**src/rtl/mips_pkg.sv**
```systemverilog
// Shared definitions for the fetch unit and Control: FSM encodings,
// instruction width and field positions, plus small field-extraction helpers.
package mips_pkg;

  localparam int INSTR_W = 32;

  localparam int OP_MSB  = 31;
  localparam int OP_LSB  = 26;
  localparam int RS_MSB  = 25;
  localparam int RS_LSB  = 21;
  localparam int RT_MSB  = 20;
  localparam int RT_LSB  = 16;
  localparam int RD_MSB  = 15;
  localparam int RD_LSB  = 11;
  localparam int IMM_MSB = 15;
  localparam int IMM_LSB = 0;
  localparam int FN_MSB  = 5;
  localparam int FN_LSB  = 0;

  localparam logic [5:0] OP_RTYPE = 6'b000000;

  typedef enum logic [1:0] {
    F_IDLE  = 2'd0,
    F_REQ   = 2'd1,
    F_WAIT  = 2'd2,
    F_ISSUE = 2'd3
  } fetch_state_t;

  function automatic logic [5:0] get_opcode(input logic [INSTR_W-1:0] ir);
    return ir[OP_MSB:OP_LSB];
  endfunction

  function automatic logic [5:0] get_funct(input logic [INSTR_W-1:0] ir);
    return ir[FN_MSB:FN_LSB];
  endfunction

  function automatic logic [4:0] get_rs(input logic [INSTR_W-1:0] ir);
    return ir[RS_MSB:RS_LSB];
  endfunction

  function automatic logic [4:0] get_rt(input logic [INSTR_W-1:0] ir);
    return ir[RT_MSB:RT_LSB];
  endfunction

  function automatic logic [4:0] get_rd(input logic [INSTR_W-1:0] ir);
    return ir[RD_MSB:RD_LSB];
  endfunction

  function automatic logic [15:0] get_imm(input logic [INSTR_W-1:0] ir);
    return ir[IMM_MSB:IMM_LSB];
  endfunction

endpackage

```
**src/rtl/pc_reg.sv**
```systemverilog
// Program counter register: reset load, sequential +4 step, and a word-aligned
// redirect target. All arithmetic wraps modulo 2^PC_W.
module pc_reg #(
  parameter int              PC_W     = 32,
  parameter logic [PC_W-1:0] RESET_PC = '0
) (
  input  logic            clk,
  input  logic            reset,
  input  logic            load_en,
  input  logic            redirect,
  input  logic [PC_W-1:0] redirect_pc,
  output logic [PC_W-1:0] pc,
  output logic [PC_W-1:0] pc_plus4
);

  logic [PC_W-1:0] target;
  logic [PC_W-1:0] pc_next;

  assign pc_plus4 = pc + PC_W'(4);
  // Low two bits of a branch/jump target are dropped to keep fetches word aligned.
  assign target   = redirect_pc & ~PC_W'(3);
  assign pc_next  = redirect ? target : pc_plus4;

  always_ff @(posedge clk) begin
    if (reset) begin
      pc <= RESET_PC;
    end else if (load_en) begin
      pc <= pc_next;
    end
  end

endmodule

```
**src/rtl/instr_fetch_unit.sv**
```systemverilog
// Multicycle fetch/issue sequencer: fetches a word at the PC, holds it in IR
// and presents decoded fields to Control until it is acknowledged.
//
// state   | meaning
// --------+------------------------------------------------------------
// F_IDLE  | one cycle after reset release, nothing in flight
// F_REQ   | imem_req pulse for the current pc
// F_WAIT  | waiting for imem_rvalid; word captured into IR on that edge
// F_ISSUE | IR valid for Control; pc advances on instr_ack
module instr_fetch_unit
  import mips_pkg::*;
#(
  parameter int              PC_W     = 32,
  parameter logic [PC_W-1:0] RESET_PC = '0
) (
  input  logic               clk,
  input  logic               reset,
  output logic               imem_req,
  output logic [PC_W-1:0]    imem_addr,
  input  logic               imem_rvalid,
  input  logic [INSTR_W-1:0] imem_rdata,
  output logic [5:0]         Opcode,
  output logic [5:0]         Function,
  output logic [4:0]         rs,
  output logic [4:0]         rt,
  output logic [4:0]         rd,
  output logic [15:0]        imm,
  output logic               instr_valid,
  input  logic               instr_ack,
  input  logic               redirect,
  input  logic [PC_W-1:0]    redirect_pc,
  output logic [PC_W-1:0]    pc_plus4,
  output logic [1:0]         f_state
);

  fetch_state_t       state;
  fetch_state_t       state_next;
  logic [INSTR_W-1:0] ir;
  logic               ir_load;
  logic               pc_load;
  logic [PC_W-1:0]    pc;

  always_ff @(posedge clk) begin
    if (reset) begin
      state <= F_IDLE;
    end else begin
      state <= state_next;
    end
  end

  always_comb begin
    state_next = state;
    unique case (state)
      F_IDLE:  state_next = F_REQ;
      F_REQ:   state_next = F_WAIT;
      F_WAIT:  if (imem_rvalid) state_next = F_ISSUE;
      F_ISSUE: if (instr_ack)   state_next = F_REQ;
      default: state_next = F_IDLE;
    endcase
  end

  always_comb begin
    imem_req    = 1'b0;
    instr_valid = 1'b0;
    ir_load     = 1'b0;
    pc_load     = 1'b0;
    unique case (state)
      F_IDLE:  ;
      F_REQ:   imem_req = 1'b1;
      F_WAIT:  ir_load = imem_rvalid;
      F_ISSUE: begin
        instr_valid = 1'b1;
        pc_load     = instr_ack;
      end
      default: ;
    endcase
  end

  // IR is the only source of the decoded fields, so Control never sees imem_rdata directly.
  always_ff @(posedge clk) begin
    if (reset) begin
      ir <= '0;
    end else if (ir_load) begin
      ir <= imem_rdata;
    end
  end

  pc_reg #(
    .PC_W     (PC_W),
    .RESET_PC (RESET_PC)
  ) u_pc_reg (
    .clk         (clk),
    .reset       (reset),
    .load_en     (pc_load),
    .redirect    (redirect),
    .redirect_pc (redirect_pc),
    .pc          (pc),
    .pc_plus4    (pc_plus4)
  );

  assign imem_addr = pc;
  assign f_state   = state;

  assign Opcode   = get_opcode(ir);
  assign Function = get_funct(ir);
  assign rs       = get_rs(ir);
  assign rt       = get_rt(ir);
  assign rd       = get_rd(ir);
  assign imm      = get_imm(ir);

endmodule
```
**config.mk**
```make
export PLATFORM = sky130hd
export DESIGN_NAME = instr_fetch_unit
export DESIGN_NICKNAME = d
export VERILOG_FILES = /design/src/rtl/mips_pkg.sv /design/src/rtl/pc_reg.sv /design/src/rtl/instr_fetch_unit.sv
export SDC_FILE = /design/constraint.sdc
export NUM_CORES = 1
export LEC_CHECK = 0
export BUFFER_PORTS_ARGS = -buffer_cell sky130_fd_sc_hd__buf_2
export CORE_MARGIN = 10
export CORE_UTILIZATION = 30
export DETAILED_ROUTE_END_ITERATION = 6
export PLACE_DENSITY = 0.55
export SLEW_MARGIN = 5
export SYNTH_ARGS = -nofsm -noshare
export SYNTH_HDL_FRONTEND = slang
export SYNTH_SLANG_ARGS = --single-unit
export TNS_END_PERCENT = 30
```
**constraint.sdc**
```tcl
create_clock -name clk -period 2.7 [get_ports clk]
set_clock_uncertainty 0.05 [all_clocks]
set_input_delay 0.135 -clock clk [delete_from_list [all_inputs] [get_ports clk]]
set_output_delay 0.135 -clock clk [all_outputs]
set_load 0.01 [all_outputs]
```
==> key figures, run 1 <==
Setup path
  • Flop2flop setup slack: 480 ps
  • Critical path arrival: 2320 ps
  • Sequence of cells on the critical path: ha_1, and3_1, nand4_1, nor4_1, xnor2_1, buf_2
  • Slowest CP cell: dfxtp_1
  • Setup crit start kind: flip-flop
  • Reg-to-reg endpoint: u_pc_reg.pc[30]
  • Reg2Reg Launch Point: u_pc_reg.pc[3]
  • Critical Path Sink Type: output pin
  • Req. time, crit path: 2520 ps
  • CP Class: reg2out
  • Crit-path max FO: 7
  • CP max stage delay: 460 ps
  • Critical path's top delay family: simple AND/OR/NAND/NOR gates
  • WP buf/inv: 1
  • Reg2Reg Depth: 6

Synth
  • Ys flop type: dfxtp_1
  • Synth Area per Inst: 7.74 µm²
  • Top cells by count, synth: nand2_1 (95), dfxtp_1 (64), a21oi_1 (52)
  • Cell taking the most area after synthesis: dfxtp_1
  • Flops & latches, synth: 64
  • Ys async rst share: 0
  • Top-area cell type share of the netlist area: 0.339
  • Synth top area cells: dfxtp_1 (34%), nand2_1 (9.4%), a21oi_1 (6.9%)
  • Seq/Total Area, Yosys: 0.339
  • Synthesized area: 3780 µm²
  • Post-synth EDFFs: 0
  • Syn Inst Count: 488
  • Ys Warns: 0
  • Most frequent cell after synthesis: nand2_1
  • Post-synthesis cell type count: 55

Finish
  • Area Growth Syn to Fin: 39.5%
  • Layout cells sized above 1: 0.319
  • Final net count: 730
  • Finished Cell Area: 5270 µm²
  • Max reg flops: 32

Detailed routing
  • Iter 0 DRT Violations: 275
  • Wire length per cell: 15.9 µm
  • Vias per inst: 4.85
  • Total length of routed wires: 13.2 mm
  • # DRC: 0
  • Pre-antenna DRT Iters: 6
  • Vias post-DR: 4023
  • Post-route ant nets: 0

STA
  • Relative slew slack: 0.268
  • Setup TNS: 0 ps
  • Setup ws final: 196 ps
  • RSZ-0062 raised after global routing: no
  • Max Clk Rate: 0.399 GHz
  • Final Critical Period: 2500 ps
  • Hold_ws: 10.1 ps
  • Slew at the pin with the worst max-slew slack: 1100 ps
  • Max Slew Vio Count: 0
  • Endpoints failing setup: 0
  • Fin crit share: 0.928
  • Final hold vios: 0

CTS
  • H-tree depth: 3
  • Clk sinks: 64
  • CTS Buf Count: 9
  • PostCTS Resize Cnt: 0
  • Max clock buf depth: 2
  • CTS tree: done
  • Clock transition at path regs: 60 ps
  • Worst-Skew Late Latency: 330 ps
  • Root Driver: clkbuf_16

Global routing
  • Vias in the first global route: 4167
  • GRT Util Overall: 0.148
  • First-pass GRT wire length: 21.5 mm
  • Largest net degree at the start of global routing: 54
  • Initial antenna violation count: 1
  • Grt ovf: 0

Worst hold path
  • WHS Endpoint: ir[8]
  • HP Class: in2reg
  • Min-delay src: imem_rdata[8]
  • Worst hold stages: 3

Floorplanning
  • Die ar.: 17500 µm²
  • Die width: 132 µm
  • Std cell rows: 40
  • Core area: 12200 µm²
  • Die Ht: 132 µm
  • Initial Utilization: 0.311
  • Ports: 180

Power
  • Combinational fraction of design power: 0.222
  • Flop pwr share: 0.362
  • Total power: 0.00309 W
  • Psw: 0.000937 W
  • Leakage power: 2.42 nW
  • Clock power frac: 0.416
  • PwrDens: 586 nW/µm²
  • Max IR drop VDD: 0.259 mV
  • Internal power: 0.00215 W
  • Switching portion of total power: 0.303

Placed design
  • Area after DPL: 4640 µm²
  • Port Buffer Count: 173
  • Gpl congestion: 0.770
  • Detailed Place HPWL: 9.70 mm
  • Dpl ws: 471 ps

Job
  • Maximum Capacitance Violations: 0

Outcome
  • Status: finished, final reports clean
[timing repair]
item,in CTS,in global routing
setup endpoints to repair,0,1
hold buffers,28,0
hold endpoints to repair,28,0
buffers inserted,0,2
[stage by stage]
step	util	std cells
global route	0.433	830
finish	0.433	830
floorplan	-	491
global placement	0.382	783
detailed placement	0.382	783
CTS	0.432	827
[per-layer routing]
metal,vias to the layer above,share of wire,track usage
li1,2022,-,-
met1,1860,0.44,0.177
met2,125,0.49,0.248
met3,16,0.056,0.0389
met4,0,0.017,0.0538
met5,-,0,0
[cell families after synthesis]
family	synth area share
flip-flops	0.339
other	0.000993
XOR/XNOR	0.0649
buffers and inverters	0.0865
AND/OR/NAND/NOR	0.278
multiplexers	0.0185
adder cells (fa/ha/maj)	0.0166
AO/OA/AOI/OAI	0.196
[cells in the final DEF (no fill, tap or decap), types with 2 or more instances in the layout]
master and count:
nor4_1 2, and3_1 4, nor2b_1 4, a21oi_1 52
buf_4 8, nand2_1 95, a22oi_1 4, o211ai_1 3
a32o_1 7, inv_1 9, xor2_1 15, nor2_1 33
o31ai_1 5, ha_1 5, a31oi_1 7, bufinv_16 2
o41ai_1 4, and2_1 3, conb_1 4, dlygate4sd3_1 28
nor3_1 14, buf_2 173, nand3_1 16, clkbuf_16 9
nand4_4 3, xnor2_1 13, nor4_4 3, nand2b_1 3
a22o_1 8, nand4_1 7, and4_1 5, mux2i_1 7
o21ai_0 15, clkinvlp_4 3, dfxtp_1 64, o22ai_1 2
[power by group through the flow]
stage | combinational, W | clock, W | sequential (W)
2_1_floorplan | 0.000384 | 0 | 0.00116
3_3_place_gp | 0.000656 | 0 | 0.00113
3_5_place_dp | 0.000666 | 0 | 0.00114
4_1_cts | 0.000700 | 0.00132 | 0.00112
5_1_grt | 0.000765 | 0.00137 | 0.00114
6_report | 0.000686 | 0.00128 | 0.00112
[layout make-up]
cell class | count | area, µm²
Antenna cell | 1 | 2.50
Timing Repair Buffer | 210 | 1230
Fill cell | 1267 | 6890
Clock buffer | 10 | 239
Sequential cell | 64 | 1280
Multi-Input combinational cell | 361 | 2180
Tap cell | 168 | 210
Clock inverter | 6 | 91.3
Inverter | 10 | 37.5
[tightest hold or removal path: cells and delay by family]
kind	cells	cell delay [ps]
AOI/OAI and AO/OA	1	60
buffers and inverters	1	90
and+or+nand+nor	1	50
[worst max-delay path by stage]
stage,startpoint,to,slack [ps],cells past startpoint
after detailed placement,u_pc_reg.pc[3],u_pc_reg.pc[30],470,6
final,u_pc_reg.pc[3],pc_plus4[30],200,6
after global routing,u_pc_reg.pc[3],pc_plus4[30],40,6
after floorplan,u_pc_reg.pc[2],u_pc_reg.pc[30],700,6
after CTS,u_pc_reg.pc[3],pc_plus4[30],170,6
after global placement,u_pc_reg.pc[3],u_pc_reg.pc[30],500,6
Note: power is estimated with default switching activity, not from simulation.
==> inputs of run 2 (changes only) <==
--- a/config.mk
+++ b/config.mk
@@ -6,6 +6,7 @@
 export NUM_CORES = 1
 export LEC_CHECK = 0
 export BUFFER_PORTS_ARGS = -buffer_cell sky130_fd_sc_hd__buf_2
+export CORE_ASPECT_RATIO = 2
 export CORE_MARGIN = 10
 export CORE_UTILIZATION = 30
 export DETAILED_ROUTE_END_ITERATION = 6
==> key figures, run 2 (synthesis gave the netlist of run 1 again) <==
CTS
  • H-tree depth: 3 (unchanged)
  • CTS Buf Count: 9 (unchanged)
  • Worst-Skew Late Latency: 330 ps (about the same)
  • Clk sinks: 64 (unchanged)
  • Root Driver: clkbuf_16 (unchanged)
  • Max clock buf depth: 2 (unchanged)
  • Clock transition at path regs: 60 ps (about the same)
  • CTS tree: done (unchanged)

Finish
  • Most common cell after layout, fill and taps aside: buf_2 (unchanged)
  • Area Growth Syn to Fin: 40.0% (was 39.5%)
  • Final core occ: 0.424 (was 0.433)
  • Most frequent cells in the layout: buf_2 (173), nand2_1 (95), dfxtp_1 (64) (unchanged)
  • ANT cells: 0 (was 1)
  • Fin cells: 815 (was 830)
  • Final net count: 734 (was 730)
  • Max reg flops: 32 (unchanged)
  • Layout cells sized above 1: 0.319 (about the same)

Placed design
  • Detailed Place HPWL: 10.6 mm (was 9.70 mm)
  • Post-placement cell count: 767 (was 783)
  • Port Buffer Count: 173 (unchanged)
  • Gpl congestion: 0.824 (was 0.770)

Floorplanning
  • Initial Utilization: 0.303 (was 0.311)
  • Ports: 180 (unchanged)
  • Die Ht: 179 µm (was 132 µm)
  • Die ar.: 17800 µm² (was 17500 µm²)
  • Die width: 99.3 µm (was 132 µm)
  • Core area: 12500 µm² (was 12200 µm²)
  • Std cell rows: 58 (was 40)

Setup path
  • Origin of the worst setup path: u_pc_reg.pc[6] (was u_pc_reg.pc[3])
  • Req. time, crit path: 2520 ps (about the same)
  • Reg2Reg Launch Point: u_pc_reg.pc[4] (was u_pc_reg.pc[3])
  • Critical path arrival: 2300 ps (was 2320 ps)
  • Sequence of cells on the critical path: and4_1, nand4_1, nor2_1, nand2_1, xnor2_1, buf_2 (was ha_1, and3_1, nand4_1, nor4_1, xnor2_1, buf_2)
  • Setup crit start kind: flip-flop (unchanged)
  • Slowest CP cell: dfxtp_1 (unchanged)
  • CP max stage delay: 480 ps (was 460 ps)
  • Crit-path max FO: 9 (was 7)
  • CP Class: reg2out (unchanged)
  • Critical Path Sink Type: output pin (unchanged)

Global routing
  • First-pass GRT wire length: 21.5 mm (about the same)
  • Largest net degree at the start of global routing: 71 (was 54)
  • Initial antenna violation count: 0 (was 1)
  • Most Used Layer, Global Route: met2 (unchanged)
  • Grt ovf: 0 (unchanged)
  • GRT Util Overall: 0.150 (was 0.148)
  • Grt met3 use: 0.0448 (was 0.0389)
  • M1 GR Usage: 0.138 (was 0.177)
  • Vias in the first global route: 4149 (was 4167)
  • Met2 GRT Util: 0.288 (was 0.248)

STA
  • RSZ-0062 raised after global routing: no (unchanged)
  • Endpoints failing setup: 0 (unchanged)
  • Relative slew slack: 0.268 (about the same)
  • Final Critical Period: 2490 ps (was 2500 ps)
  • Setup TNS: 0 ps (unchanged)
  • Slew at the pin with the worst max-slew slack: 1100 ps (about the same)
  • Fin crit share: 0.921 (was 0.928)
  • Max Clk Rate: 0.402 GHz (was 0.399 GHz)
  • Max Slew Vio Count: 0 (unchanged)
  • Final hold vios: 0 (unchanged)

Power
  • Internal power: 0.00216 W (was 0.00215 W)
  • Max IR drop VDD: 0.360 mV (was 0.259 mV)
  • Total power: 0.00311 W (was 0.00309 W)
  • Combinational fraction of design power: 0.226 (was 0.222)
  • PwrDens: 587 nW/µm² (was 586 nW/µm²)
  • Clock power frac: 0.415 (was 0.416)
  • Switching portion of total power: 0.305 (was 0.303)
  • Flop pwr share: 0.360 (was 0.362)
  • Leakage power: 2.44 nW (was 2.42 nW)
  • Psw: 0.000946 W (was 0.000937 W)

Detailed routing
  • Iter 0 DRT Violations: 160 (was 275)
  • Pre-antenna DRT Iters: 4 (was 6)
  • # DRC: 0 (unchanged)
  • Post-route ant nets: 0 (unchanged)
  • Vias post-DR: 4088 (was 4023)
  • Vias per inst: 5.02 (was 4.85)
  • Total length of routed wires: 13.9 mm (was 13.2 mm)
  • Wire length per cell: 17.1 µm (was 15.9 µm)

Job
  • Maximum Capacitance Violations: 0 (unchanged)

Worst hold path
  • HP Class: in2reg (unchanged)
  • Min-delay src: reset (was imem_rdata[8])

Outcome
  • Status: finished, final reports clean (unchanged)
[run 2: changes by cell type in the layout (fill, tap and decap cells not counted), sizes merged]
cell and delta:
inv -1, dlygate4sd3 +4, clkinvlp -1, clkinv +2, diode -1
[run 2: final timing paths]
path,slack (ps),cells after the start,end
hold reg to reg,400,2,ir[27]
hold / removal,40,2,u_pc_reg.pc[16]
setup reg to reg,550,5,u_pc_reg.pc[30]
setup / recovery,210,6,pc_plus4[25]
[run 2: critical path: cells and delay by family (launching register included)]
family        cells  cell delay (ps)
xor+xnor          1              130
buf+inv           1              150
flops             1              480
simple gates      4             1200
[run 2: cell type report]
cell class / count / area [µm²]
Sequential cell: 64 / 1280
Clock buffer: 10 / 239
Timing Repair Buffer: 214 / 1270
Fill cell: 1320 / 7190
Clock inverter: 6 / 92.6
Multi-Input combinational cell: 361 / 2190
Tap cell: 150 / 188
Inverter: 10 / 37.5
[run 2: routing by layer]
| layer | wire, µm | up-vias |
|---|---|---|
| met5 | 0 | - |
| li1 | - | 2024 |
| met2 | 7740 | 140 |
| met4 | 398 | 0 |
| met1 | 4950 | 1895 |
| met3 | 858 | 29 |
[run 2: power groups by stage]
stage | logic (W) | registers [W] | clock network (W)
global placement | 0.000664 | 0.00113 | 0
floorplan | 0.000384 | 0.00116 | 0
detailed placement | 0.000674 | 0.00114 | 0
finish | 0.000701 | 0.00112 | 0.00129
global route | 0.000786 | 0.00113 | 0.00137
CTS | 0.000712 | 0.00112 | 0.00133
[run 2: what timing repair did]
| item | in CTS | in global routing |
|---|---|---|
| hold endpoints to repair | 31 | 1 |
| buffers inserted | 0 | 0 |
| hold buffers | 31 | 1 |
| gates resized for setup | 0 | 1 |
| endpoints found under the setup margin | 0 | 1 |
[run 2: metrics by stage]
stage	area [µm²]	hold slack (ps)	worst slack [ps]
after floorplan	3790	221	703
after global placement	4630	326	535
after detailed placement	4630	333	509
after CTS	5280	0.499	143
after global routing	5290	53.3	25.7
final	5290	45.0	212
==> inputs of run 3 (changes only) <==
--- a/config.mk
+++ b/config.mk
@@ -6,11 +6,11 @@
 export NUM_CORES = 1
 export LEC_CHECK = 0
 export BUFFER_PORTS_ARGS = -buffer_cell sky130_fd_sc_hd__buf_2
-export CORE_ASPECT_RATIO = 2
+export CORE_ASPECT_RATIO = 1.4
 export CORE_MARGIN = 10
 export CORE_UTILIZATION = 30
 export DETAILED_ROUTE_END_ITERATION = 6
-export PLACE_DENSITY = 0.55
+export PLACE_DENSITY = 0.62
 export SLEW_MARGIN = 5
 export SYNTH_ARGS = -nofsm -noshare
 export SYNTH_HDL_FRONTEND = slang
==> constraint.sdc (replaced) <==
create_clock -name clk -period 2.6 [get_ports clk]
set_clock_uncertainty 0.05 [all_clocks]
set_input_delay 0.13 -clock clk [delete_from_list [all_inputs] [get_ports clk]]
set_output_delay 0.13 -clock clk [all_outputs]
set_load 0.01 [all_outputs]
==> key figures, run 3 (synthesis gave the netlist of run 1 again) <==
Setup path
  • Sequence of cells on the critical path: nand4_4, or2_1, or3_4, xnor2_1, buf_2 (was and4_1, nand4_1, nor2_1, nand2_1, xnor2_1, buf_2)
  • Crit-path max FO: 10 (was 9)
  • Setup crit start kind: flip-flop (unchanged)
  • Slowest CP cell: dfxtp_1 (unchanged)
  • CP max stage delay: 560 ps (was 480 ps)
  • Critical Path Sink Type: output pin (unchanged)
  • Critical path arrival: 2330 ps (was 2300 ps)
  • CP Class: reg2out (unchanged)
  • Req. time, crit path: 2420 ps (was 2520 ps)

CTS
  • H-tree depth: 3 (unchanged)
  • Worst-Skew Late Latency: 320 ps (was 330 ps)
  • Clock transition at path regs: 60 ps (about the same)
  • CTS Buf Count: 9 (unchanged)
  • Root Driver: clkbuf_16 (unchanged)
  • Clk sinks: 64 (unchanged)
  • CTS tree: done (unchanged)
  • Max clock buf depth: 2 (unchanged)

Global routing
  • Grt ovf: 0 (unchanged)
  • Largest net degree at the start of global routing: 53 (was 71)
  • First-pass GRT wire length: 21.2 mm (was 21.5 mm)
  • GRT Util Overall: 0.146 (was 0.150)
  • Vias in the first global route: 4051 (was 4149)
  • Initial antenna violation count: 0 (unchanged)

Finish
  • Area Growth Syn to Fin: 37.9% (was 40.0%)
  • Max reg flops: 32 (unchanged)
  • Most frequent cells in the layout: buf_2 (173), nand2_1 (95), dfxtp_1 (64) (unchanged)
  • Final net count: 731 (was 734)
  • ANT cells: 0 (unchanged)
  • Fillers: 1245 (was 1320)
  • Layout cells sized above 1: 0.322 (was 0.319)
  • Most common cell after layout, fill and taps aside: buf_2 (unchanged)
  • Fin cells: 811 (was 815)

Placed design
  • Gpl congestion: 0.813 (was 0.824)
  • Detailed Place HPWL: 10.1 mm (was 10.6 mm)
  • Dpl ws: 425 ps (was 509 ps)
  • Post-placement cell count: 769 (was 767)
  • Port Buffer Count: 173 (unchanged)

STA
  • Fin crit share: 0.967
  • Setup ws final: 85.5 ps (was 212 ps)
  • RSZ-0062 raised after global routing: yes (was no)
  • Max Slew Vio Count: 0 (unchanged)
  • Setup TNS: 0 ps (unchanged)
  • Hold_ws: 9.31 ps (was 45.0 ps)
  • Max Clk Rate: 0.398 GHz
  • Endpoints failing setup: 0 (unchanged)
  • Final hold vios: 0 (unchanged)
  • Slew at the pin with the worst max-slew slack: 1070 ps (was 1100 ps)
  • Final Critical Period: 2510 ps
  • Relative slew slack: 0.287 (was 0.268)

Outcome
  • Status: finished, final reports clean (unchanged)

Floorplanning
  • Initial Utilization: 0.307 (was 0.303)
  • Die ar.: 17500 µm² (was 17800 µm²)
  • Die Ht: 153 µm (was 179 µm)
  • Std cell rows: 48 (was 58)
  • Ports: 180 (unchanged)
  • Die width: 115 µm (was 99.3 µm)
  • Core area: 12300 µm² (was 12500 µm²)

Power
  • Total power: 0.00306 W (was 0.00311 W)
  • Max IR drop VDD: 0.324 mV (was 0.360 mV)
  • Leakage power: 2.44 nW (about the same)
  • PwrDens: 587 nW/µm² (about the same)

Detailed routing
  • Total length of routed wires: 13.3 mm (was 13.9 mm)
  • Wire length per cell: 16.4 µm (was 17.1 µm)
  • Post-route ant nets: 0 (unchanged)
  • Vias post-DR: 4090 (was 4088)
  • Iter 0 DRT Violations: 224 (was 160)
  • Vias per inst: 5.04 (was 5.02)
  • # DRC: 0 (unchanged)
  • Pre-antenna DRT Iters: 6 (was 4)

Job
  • Maximum Capacitance Violations: 0 (unchanged)

Worst hold path
  • HP Class: in2reg (unchanged)
==> run 3: metal layers <==
layer,part of all wire,global-route usage,vias up
li1,-,-,2019
met1,0.40,0.164,1895
met2,0.50,0.247,162
met3,0.088,0.0524,14
met4,0.0078,0.0491,0
met5,0,0,-
==> run 3: power by group <==
group          switching (W)  internal [W]  total (W)
registers          0.0000883       0.00107    0.00116
clock network       0.000416      0.000757    0.00117
logic               0.000423      0.000299   0.000722
total               0.000928       0.00213    0.00306
==> run 3: worst paths after layout <==
path | slack [ps] | depth (start not counted) | startpoint | endpoint
min reg2reg | 400 | 2 | ir[30] | ir[30]
max reg2reg | 460 | 5 | u_pc_reg.pc[4] | u_pc_reg.pc[29]
min | 9 | 3 | imem_rdata[2] | ir[2]
max | 90 | 5 | u_pc_reg.pc[4] | pc_plus4[29]
==> run 3: critical path: cells and delay by family, from the launching register on <==
family / cells / cell delay (ps)
and+or+nand+nor: 3 / 1150
DFF: 1 / 560
buffers and inverters: 1 / 150
xor gates and xnor gates: 1 / 140
==> run 3: per-stage QoR <==
stage               utilization  area, µm²
floorplan                     -       3790
global placement          0.378       4650
detailed placement        0.378       4650
CTS                       0.421       5190
global route              0.423       5210
finish                    0.423       5210
==> run 3: area by class of cell <==
cell class	count	area (µm²)	share of cell area
Clock buffer	11	243	0.0466
Clock inverter	4	45.0	0.00865
Inverter	10	37.5	0.00720
Multi-Input combinational cell	361	2190	0.420
Sequential cell	64	1280	0.246
Tap cell	150	188	0.0360
Timing Repair Buffer	211	1230	0.235
==> run 3: what timing repair did <==
action,in CTS,in global routing
gates resized for setup,0,1
buffers inserted,0,2
setup endpoints to repair,0,3
hold buffers,25,0
endpoints found under the hold margin,25,0
